<file path="src/rtl/quant_pkg.sv">
// rtl/quant_pkg.sv - shared widths, data types and FSM states for requant_writeback
package quant_pkg;

  localparam int QUANT_DW = 16;
  localparam int PROD_W   = 3 * QUANT_DW;

  typedef logic signed [2*QUANT_DW-1:0] acc_t;
  typedef logic signed [PROD_W-1:0]     prod_t;
  typedef logic signed [QUANT_DW-1:0]   tok_t;

  localparam tok_t TOK_MAX = {1'b0, {(QUANT_DW-1){1'b1}}};
  localparam tok_t TOK_MIN = {1'b1, {(QUANT_DW-1){1'b0}}};

  typedef enum logic [1:0] {
    ST_IDLE,
    ST_ISSUE,
    ST_DRAIN,
    ST_FIN
  } state_t;

endpackage

</file>
<file path="src/rtl/requant_writeback_if.sv">
// rtl/requant_writeback_if.sv - result-BRAM read port and token-BRAM write port bundle
interface requant_writeback_if #(
  parameter int ADDR_WIDTH = 10,
  parameter int DATA_WIDTH = 16
);

  logic                            acc_rd_en;
  logic [ADDR_WIDTH-1:0]           acc_rd_addr;
  logic signed [2*DATA_WIDTH-1:0]  acc_rd_data;
  logic                            tok_wr_en;
  logic [ADDR_WIDTH-1:0]           tok_wr_addr;
  logic signed [DATA_WIDTH-1:0]    tok_wr_data;

  modport master (
    output acc_rd_en, acc_rd_addr,
    input  acc_rd_data,
    output tok_wr_en, tok_wr_addr, tok_wr_data
  );

  modport slave (
    input  acc_rd_en, acc_rd_addr,
    output acc_rd_data,
    input  tok_wr_en, tok_wr_addr, tok_wr_data
  );

endinterface

</file>
<file path="src/rtl/requant_pipe.sv">
// rtl/requant_pipe.sv - multiply/round/saturate datapath; REQUANT_RELU_EN adds ReLU after saturation
module requant_pipe
  import quant_pkg::*;
#(
  parameter int IDX_W = 4
) (
  input  logic             clk,
  input  logic             rst,
  input  logic             in_valid,
  input  logic [IDX_W-1:0] in_idx,
  input  acc_t             in_acc,
  input  tok_t             mult,
  input  logic [5:0]       shift,
  output logic             out_valid,
  output logic [IDX_W-1:0] out_idx,
  output tok_t             out_tok,
  output logic             out_clamp,
  output logic             inner_busy
);

  localparam logic [5:0] SH_MAX = 6'(PROD_W - 1);

  logic             s1_valid, s2_valid;
  logic [IDX_W-1:0] s1_idx, s2_idx;
  prod_t            s1_prod, s2_rnd;
  logic [5:0]       sh_eff;
  logic signed [PROD_W:0] rnd_bias, rnd_sum, rnd_shifted;
  tok_t             sat_tok;
  logic             sat_clamp;

  // Stage 1: full-width signed product of accumulator and multiplier
  always_ff @(posedge clk or negedge rst) begin
    if (!rst) begin
      s1_valid <= 1'b0;
      s1_idx   <= '0;
      s1_prod  <= '0;
    end else begin
      s1_valid <= in_valid;
      if (in_valid) begin
        s1_idx  <= in_idx;
        s1_prod <= prod_t'(in_acc) * prod_t'(mult);
      end
    end
  end

  // Round-half-up bias; one extra bit keeps the bias add from overflowing at the largest shift
  always_comb begin
    sh_eff   = (shift > SH_MAX) ? SH_MAX : shift;
    rnd_bias = '0;
    if (sh_eff != 6'd0) rnd_bias[sh_eff - 6'd1] = 1'b1;
    rnd_sum     = (PROD_W+1)'(s1_prod) + rnd_bias;
    rnd_shifted = rnd_sum >>> sh_eff;
  end

  // Stage 2: register the rounded, arithmetically shifted value
  always_ff @(posedge clk or negedge rst) begin
    if (!rst) begin
      s2_valid <= 1'b0;
      s2_idx   <= '0;
      s2_rnd   <= '0;
    end else begin
      s2_valid <= s1_valid;
      if (s1_valid) begin
        s2_idx <= s1_idx;
        s2_rnd <= prod_t'(rnd_shifted);
      end
    end
  end

  // Clamp to token range and flag any element that was altered
  always_comb begin
    sat_tok   = s2_rnd[QUANT_DW-1:0];
    sat_clamp = 1'b0;
    if (s2_rnd > prod_t'(TOK_MAX)) begin
      sat_tok   = TOK_MAX;
      sat_clamp = 1'b1;
    end else if (s2_rnd < prod_t'(TOK_MIN)) begin
      sat_tok   = TOK_MIN;
      sat_clamp = 1'b1;
    end
`ifdef REQUANT_RELU_EN
    if (sat_tok[QUANT_DW-1]) begin
      sat_tok   = '0;
      sat_clamp = 1'b1;
    end
`endif
  end

  // Stage 3: registered token write outputs
  always_ff @(posedge clk or negedge rst) begin
    if (!rst) begin
      out_valid <= 1'b0;
      out_idx   <= '0;
      out_tok   <= '0;
      out_clamp <= 1'b0;
    end else begin
      out_valid <= s2_valid;
      if (s2_valid) begin
        out_idx   <= s2_idx;
        out_tok   <= sat_tok;
        out_clamp <= sat_clamp;
      end
    end
  end

  assign inner_busy = s1_valid | s2_valid;

endmodule

</file>
<file path="src/rtl/requant_writeback.sv">
// rtl/requant_writeback.sv - streams accumulators out, requantizes them and writes tokens back
module requant_writeback
  import quant_pkg::*;
#(
  parameter int ADDR_WIDTH   = 10,
  parameter int DATA_WIDTH   = QUANT_DW,
  parameter int NUM_NEURONS  = 16,
  parameter int BRAM_LATENCY = 3
) (
  input  logic                          clk,
  input  logic                          rst,
  input  logic                          start,
  input  logic signed [DATA_WIDTH-1:0]  scale_mult,
  input  logic [5:0]                    scale_shift,
  output logic                          busy,
  output logic                          done,
  output logic [$clog2(NUM_NEURONS):0]  sat_cnt,
  requant_writeback_if.master           bus
);

  localparam int               IDX_W    = $clog2(NUM_NEURONS);
  localparam int               SAT_W    = IDX_W + 1;
  localparam logic [IDX_W-1:0] IDX_LAST = IDX_W'(NUM_NEURONS - 1);

  state_t                 state;
  logic                   rd_en;
  logic [IDX_W-1:0]       rd_idx;
  tok_t                   mult_q;
  logic [5:0]             shift_q;
  logic [BRAM_LATENCY-1:0] al_v;
  logic [IDX_W-1:0]       al_idx [BRAM_LATENCY];
  logic                   wr_v, wr_clamp, pipe_busy, pipe_pending;
  logic [IDX_W-1:0]       wr_idx;
  tok_t                   wr_tok;

  assign pipe_pending = (|al_v) | pipe_busy;

  // Run control: latch scale, issue NUM_NEURONS reads, drain the pipeline, pulse done
  always_ff @(posedge clk or negedge rst) begin
    if (!rst) begin
      state   <= ST_IDLE;
      busy    <= 1'b0;
      done    <= 1'b0;
      rd_en   <= 1'b0;
      rd_idx  <= '0;
      mult_q  <= '0;
      shift_q <= '0;
    end else begin
      case (state)
        ST_IDLE: begin
          done <= 1'b0;
          if (start) begin
            mult_q  <= tok_t'(scale_mult);
            shift_q <= scale_shift;
            rd_idx  <= '0;
            rd_en   <= 1'b1;
            busy    <= 1'b1;
            state   <= ST_ISSUE;
          end
        end
        ST_ISSUE: begin
          rd_idx <= rd_idx + IDX_W'(1);
          if (rd_idx == IDX_LAST) begin
            rd_en <= 1'b0;
            state <= ST_DRAIN;
          end
        end
        ST_DRAIN: begin
          // Only the final write stage may still be occupied: done lands right after it
          if (!pipe_pending) begin
            done  <= 1'b1;
            busy  <= 1'b0;
            state <= ST_FIN;
          end
        end
        ST_FIN: begin
          done  <= 1'b0;
          state <= ST_IDLE;
        end
        default: state <= ST_IDLE;
      endcase
    end
  end

  // Delay read valid/index to the cycle the BRAM returns the matching data
  always_ff @(posedge clk or negedge rst) begin
    if (!rst) begin
      al_v <= '0;
      for (int k = 0; k < BRAM_LATENCY; k++) al_idx[k] <= '0;
    end else begin
      al_v[0]   <= rd_en;
      al_idx[0] <= rd_idx;
      for (int k = 1; k < BRAM_LATENCY; k++) begin
        al_v[k]   <= al_v[k-1];
        al_idx[k] <= al_idx[k-1];
      end
    end
  end

  // Clamp counter, cleared when a run is accepted
  always_ff @(posedge clk or negedge rst) begin
    if (!rst) begin
      sat_cnt <= '0;
    end else if (state == ST_IDLE && start) begin
      sat_cnt <= '0;
    end else if (wr_v && wr_clamp) begin
      sat_cnt <= sat_cnt + SAT_W'(1);
    end
  end

  requant_pipe #(.IDX_W(IDX_W)) u_pipe (
    .clk        (clk),
    .rst        (rst),
    .in_valid   (al_v[BRAM_LATENCY-1]),
    .in_idx     (al_idx[BRAM_LATENCY-1]),
    .in_acc     (acc_t'(bus.acc_rd_data)),
    .mult       (mult_q),
    .shift      (shift_q),
    .out_valid  (wr_v),
    .out_idx    (wr_idx),
    .out_tok    (wr_tok),
    .out_clamp  (wr_clamp),
    .inner_busy (pipe_busy)
  );

  assign bus.acc_rd_en   = rd_en;
  assign bus.acc_rd_addr = ADDR_WIDTH'(rd_idx);
  assign bus.tok_wr_en   = wr_v;
  assign bus.tok_wr_addr = ADDR_WIDTH'(wr_idx);
  assign bus.tok_wr_data = wr_tok;

endmodule
</file>
<file path="src/flat_wrapper.sv">
// flat-port wrapper written by rule: the top's interface ports become plain ports
module requant_writeback_flat import quant_pkg::*;
#(
  parameter int ADDR_WIDTH   = 10,
  parameter int DATA_WIDTH   = QUANT_DW,
  parameter int NUM_NEURONS  = 16,
  parameter int BRAM_LATENCY = 3
)
  (clk, rst, start, scale_mult, scale_shift, busy, done, sat_cnt, bus_acc_rd_en, bus_acc_rd_addr, bus_acc_rd_data, bus_tok_wr_en, bus_tok_wr_addr, bus_tok_wr_data);
  requant_writeback_if #(.ADDR_WIDTH(ADDR_WIDTH), .DATA_WIDTH(DATA_WIDTH)) bus_i ();
  input  logic clk;
  input  logic rst;
  input  logic start;
  input  logic signed [DATA_WIDTH-1:0] scale_mult;
  input  logic [5:0] scale_shift;
  output logic busy;
  output logic done;
  output logic [$clog2(NUM_NEURONS):0] sat_cnt;
  output wire logic [$bits(bus_i.acc_rd_en)-1:0] bus_acc_rd_en;
  output wire logic [$bits(bus_i.acc_rd_addr)-1:0] bus_acc_rd_addr;
  input wire logic [$bits(bus_i.acc_rd_data)-1:0] bus_acc_rd_data;
  output wire logic [$bits(bus_i.tok_wr_en)-1:0] bus_tok_wr_en;
  output wire logic [$bits(bus_i.tok_wr_addr)-1:0] bus_tok_wr_addr;
  output wire logic [$bits(bus_i.tok_wr_data)-1:0] bus_tok_wr_data;
  assign bus_acc_rd_en = bus_i.acc_rd_en;
  assign bus_acc_rd_addr = bus_i.acc_rd_addr;
  assign bus_i.acc_rd_data = bus_acc_rd_data;
  assign bus_tok_wr_en = bus_i.tok_wr_en;
  assign bus_tok_wr_addr = bus_i.tok_wr_addr;
  assign bus_tok_wr_data = bus_i.tok_wr_data;
  requant_writeback #(.ADDR_WIDTH(ADDR_WIDTH), .DATA_WIDTH(DATA_WIDTH), .NUM_NEURONS(NUM_NEURONS), .BRAM_LATENCY(BRAM_LATENCY)) u_core (.clk(clk), .rst(rst), .start(start), .scale_mult(scale_mult), .scale_shift(scale_shift), .busy(busy), .done(done), .sat_cnt(sat_cnt), .bus(bus_i));
endmodule
</file>
<file path="config.mk">
export PLATFORM = sky130hd
export DESIGN_NAME = requant_writeback_flat
export DESIGN_NICKNAME = d
export VERILOG_FILES = /design/src/rtl/quant_pkg.sv /design/src/rtl/requant_writeback_if.sv /design/src/rtl/requant_pipe.sv /design/src/rtl/requant_writeback.sv /design/src/flat_wrapper.sv
export SDC_FILE = /design/constraint.sdc
export NUM_CORES = 2
export LEC_CHECK = 0
export ABC_CLOCK_PERIOD_IN_PS = 11600
export CAP_MARGIN = 20
export CORE_MARGIN = 4
export CORE_UTILIZATION = 70
export CTS_CLUSTER_SIZE = 12
export DETAILED_ROUTE_END_ITERATION = 8
export GPL_TIMING_DRIVEN = 0
export PLACE_DENSITY = 0.89
export RECOVER_POWER = 50
export SYNTH_ARGS = -nofsm -noshare
export SYNTH_HDL_FRONTEND = slang
export SYNTH_SLANG_ARGS = --single-unit
</file>
<file path="constraint.sdc">
create_clock -name clk -period 11.6 [get_ports clk]
set_input_delay 1.16 -clock clk [delete_from_list [all_inputs] [get_ports clk]]
set_output_delay 1.16 -clock clk [all_outputs]
set_load 0.02 [all_outputs]
</file>
After elaboration in Yosys (flattened, before gate mapping)
Index checks and enable logic that the tools add are counted.
{ "op_classes": {"n_addsub": 4, "n_mul": 1, "magnitude_cmp": 5, "eq_ne": 7, "n_shift": 1, "n_mux": 23, "n_bitwise": 2, "n_reduce_logical": 17} }
{ "op_table": {"columns": ["cell", "n"], "rows": [
  ["$add A48 B49 Y49", 1],
  ["$mux W49", 1],
  ["$sshr A49 B6 Y48", 1],
  ["$gt A48 B16 Y1 const B", 1],
  ["$lt A48 B16 Y1 const B", 1],
  ["$mul A32 B16 Y48", 1],
  ["$mux W16", 2],
  ["$mux W5", 2],
  ["$reduce_and A3 Y1", 3],
  ["$pmux W2 S4", 1],
  ["$pmux W4 S2", 1],
  ["$reduce_bool A2 Y1", 4],
  ["$lt A6 B7 Y1 const B", 1],
  ["$mux W1", 7],
  ["$demux W1 S6", 1],
  ["$ge A6 B1 Y1 const B", 1],
  ["$gt A6 B6 Y1 const B", 1],
  ["$mux W2", 3],
  ["$mux W6", 1],
  ["$pmux W1 S2", 3],
  ["$reduce_and A2 Y1", 3],
  ["$reduce_bool A6 Y1", 1],
  ["$sub A6 B1 Y6 const B", 1],
  ["$add A5 B1 Y5 const B", 1],
  ["12 further kinds", 17]
]} }
{ "word_totals": {"reg_bits": 179, "inputBits": 57, "out_inout_bits": 45, "elab_cells": 82} }

Depth between registers and ports, before layout
{ "logic_depth": {"ltp_word": 10, "mapped_depth": 27, "ltp_nobuf": 26} }

Hierarchy
Synthesis repeated with hierarchy kept, for this count alone.
{ "hier_totals": {"hier_cells": 3816, "hier_area_um2": 32494.9} }
{ "by_module_without_submodules": {"columns": ["mod", "n_inst", "cells_each", "area_each_um2", "seq_area_each_um2"], "rows": [
  ["requant_pipe", 1, 3659, 30411.7, 3203.1],
  ["requant_writeback", 1, 157, 2083.2, 1276.2]
]} }

Least setup slack after synthesis
No wires, ideal clock.
{ "synth_timing": {"path_type": "input -> register", "start": "in bus_acc_rd_data[6]", "end": "reg u_core.u_pipe.s1_prod[43]", "setup_time_ps": 125, "arrival_ps": 7608, "required_time_ps": 11475, "slack_ps": 3868, "path_stages": 25, "n_path_buf": 1, "cell_sequence": "clkbuf_1 and2_1 fa_1 inv_1 fa_1 fa_1 inv_1 fa_1 fa_1 inv_1 fa_1 inv_1 ha_1 a2111oi_0 o21ai_0 a22oi_1 a31oi_1 a221oi_1 o21a_1 o21ai_0 a21oi_1 o221ai_1 a21bo_2 xor2_1 mux2_2"} }
{ "synth_between": {"elab_chain_cells": 1} }
{ "synth_rtl": {"columns": ["item", "line", "rtl"], "rows": [
  ["from (decl)", "flat_wrapper.sv:21", "input wire logic [$bits(bus_i.acc_rd_data)-1:0] bus_acc_rd_data;"],
  ["$mul A32 B16 Y48", "requant_pipe.sv:41", "s1_prod <= prod_t'(in_acc) * prod_t'(mult);"],
  ["to (signal assigned)", "requant_pipe.sv:41", null],
  ["to (decl)", "requant_pipe.sv:25", "prod_t s1_prod, s2_rnd;"]
]} }
Every way passes these cells.
A chain may end at the register's enable or synchronous reset.

Worst setup path in the final report
{ "layout_timing": {"start": "in bus_acc_rd_data[9]", "end": "reg u_core.u_pipe.s1_prod[47]"} }
Same word-level chain as after synthesis.

==> results.toml <==
[detailed_routing]
drt_pass1_iterations = 6
wire_per_inst_um = 23.3
drt_iter0_markers = 3490
ant_nets = 0
route.detailed.drc = 0
drt-vias-per-instance = 6.52
wirelength_mm = 103
vias = 28700

[job]
cap_viol_max_count = 2

[hold_path]
hold_path_depth = 0
min_path_type = "register to register"

[timing]
skew_ps = 11.1
hold_ws_ps = 351
setup_tns_ps = 0
grt_setup_unrepaired = "no"
slew_headroom_pct = -271
fin_crit_sh_pct = 80.6
max_freq_mhz = 107
slew_violations = 182
fin_crit_ps = 9350
hold_viol = 0
finalSetupViolCount = 0
worst_pin_slew_ps = 5560

[worst_setup_path]
endpoint_kind = "register"
cp-start-kind = "primary input"
r2r-start = "u_core.shift_q[4]"
cp-endpoint = "u_core.u_pipe.s1_prod[47]"
reg2regPathDepth = 25
path_delay_family = "adder cells"
r2r_slack_ps = 2530
arrival_ps = 9660
cp_num_buf_inv = 5
crit_fanout = 10
cpPeakStageDelay_ps = 700
crit_cells = 25
critical_path.most_common_cell = "fa_1"
crit_slowest_cell = "clkdlybuf4s50_1"
crit_path_start = "bus_acc_rd_data[9]"
crit_required_ps = 11910
path_class = "primary input to register"
worst_r2r_endpoint = "u_core.u_pipe.s2_rnd[6]"

[floorplanning]
die_h_um = 220
initial_core_util_pct = 71.0
die_area_mm2 = 0.0484
num_rows = 77
io_pins = 102
die_width_um = 220
core-area_mm2 = 0.0443

[clock_network]
post_cts.repair.setup_buffers = 0
cts_buffer_depth = 2
htree_levels = 4
path_clk_slew_ps = 70
hold_buffers = 0
cts_made_buffers = 17
clock_latency_ps = 470
cts.sinks = 179
clockRootBuffer = "clkbuf_16"
cts_resized = 0
cts_tree = "done"

[layout]
synthToLayoutAreaGrowth_pct = 7.17
fin_cells = 4404
final_common_cell = "inv_1"
drive_gt1_share_pct = 4.70
nets = 4510
final_cell_mix = "591 x inv_1, 487 x fa_1, 462 x nand2_1"

[synth]
seq_area_frac_synth_pct = 14.2
syn_inst = 3678
yosysUniqueCellTypes = 91
synth-main-ff-cell = "dfrtp_1"
synthesis.area_mm2 = 0.0315
yosysWarnings = 0
ys_ff_latch = 179
async_flop_share_pct = 100
synth_edf_count = 0
syn_area_per_cell_um2 = 8.56

[run_status]
violations = "capacitance limit, slew limit"
outcome = "finished with violations"

[grt]
grt_max_degree = 105
gr-usage-all-layers_pct = 43.6
grt_pass1_vias = 29200
overflow = 0
grt_pass1_wl_mm = 162
antenna_found_initial = 2

[placed_design]
gp_congestion = 1.08
placed_cells = 4370
post-dp-hpwl_mm = 83.0
portBuffers = 88
[metal layers]
layer,track usage (%),part of all wire [%]
met3,13.6,14
met5,0,0
met2,64.1,42
met4,22.7,6.5
met1,58.7,37
[registers in the layout, indices dropped and copies added, names as in the netlist, 4 cells and up]
signal and count:
u_core.u_pipe.s1_prod 48, u_core.u_pipe.s2_rnd 48, u_core.mult_q 16, u_core.u_pipe.out_tok 16
u_core.al_idx 12, u_core.shift_q 6, u_core.sat_cnt 5, u_core.rd_idx 4
u_core.u_pipe.out_idx 4, u_core.u_pipe.s1_idx 4, u_core.u_pipe.s2_idx 4
[cells by family (layout without fill, tap and decap cells)]
group | count (synthesis) | in the layout | share of synthesized area, %
XOR/XNOR | 94 | 94 | 2.62
other | 1 | 14 | 0.0119
multiplexers | 143 | 143 | 4.95
buffers and inverters | 799 | 920 | 9.77
adder cells (fa/ha/maj) | 656 | 656 | 37.7
AO/OA/AOI/OAI | 651 | 651 | 13.6
AND/OR/NAND/NOR | 1155 | 1155 | 17.2
flip-flops | 179 | 179 | 14.2
[per-stage QoR]
step                util (%)  worst slack (ps)  instance area (um2)
finish                  76.1              2250                33700
global route            76.1               950                33700
CTS                     76.2              2370                33800
detailed placement      74.9              1970                33200
global placement        74.8              2080                33100
floorplan                  -              3870                31500
[synth_stat cells (5+ instances only)]
cell,n,share of area [%]
ha_1,169,6.7
o21ai_1,9,0.14
o21a_1,27,0.64
mux2i_1,59,1.9
a21oi_1,195,3.1
a21o_1,57,1.4
o21bai_1,11,0.26
o22ai_1,13,0.26
nand2_1,462,5.5
and2_1,209,4.2
o31ai_1,12,0.29
buf_2,17,0.27
o221ai_1,9,0.25
nor2_1,244,2.9
fa_1,487,31
buf_4,13,0.31
o211ai_1,27,0.64
nor4_1,22,0.44
a211o_1,7,0.19
buf_1,16,0.19
inv_1,591,7.0
a22o_1,5,0.14
nand2b_1,21,0.42
dfrtp_1,179,14
nand3_1,55,0.87
a22oi_1,9,0.21
or3_1,7,0.14
a31oi_1,31,0.62
clkbuf_1,158,1.9
and3_1,19,0.38
o21ai_0,112,1.8
mux2_2,82,2.9
a221oi_1,13,0.36
xor2_1,30,0.83
nand4_1,45,0.89
and4_1,5,0.14
a211oi_1,37,0.88
nor2b_1,11,0.22
nor3_1,33,0.52
or4_1,5,0.12
xnor2_1,64,1.8
[cell type report]
cell class | instances | area (um2)
antenna | 2 | 5.00
buffer | 205 | 847
clock buffer | 18 | 429
clock inverter | 14 | 161
fill | 3142 | 10600
inverter | 594 | 2230
multi-input combinational | 2711 | 24000
sequential | 179 | 4480
tap | 592 | 741
timing repair buffer | 89 | 878
[worst reg2reg max path: stages, from the launching register on]
cell and delay, ps:
dfrtp_1 410, nand2_1 210, nand2b_1 170, inv_1 100
clkbuf_1 620, buf_1 710, clkbuf_1 600, ha_1 350
nand3b_1 140, xnor2_1 500, nand2b_1 180, clkbuf_1 330
nor2_1 80, ha_1 290, clkbuf_1 320, nand4_1 300
nor3_1 560, nand3_1 180, a21oi_1 610, nor3_1 130
xnor2_1 250, a211oi_1 200, a221oi_1 870, mux2_2 370
o21ai_1 150, a221oi_1 340
[worst min path at each step]
| stage | from | to |
|---|---|---|
| CTS | u_core.al_idx[7] | u_core.al_idx[3] |
| detailed placement | u_core.al_idx[5] | u_core.al_idx[1] |
| global placement | u_core.al_idx[11] | u_core.al_idx[7] |
| floorplan | u_core.al_idx[4] | u_core.al_idx[0] |
| finish | u_core.al_idx[5] | u_core.al_idx[1] |
| global route | u_core.al_idx[7] | u_core.al_idx[3] |
Power is not shown: default switching activity piles up to over one toggle a cycle in this logic, so the estimate is an artifact.
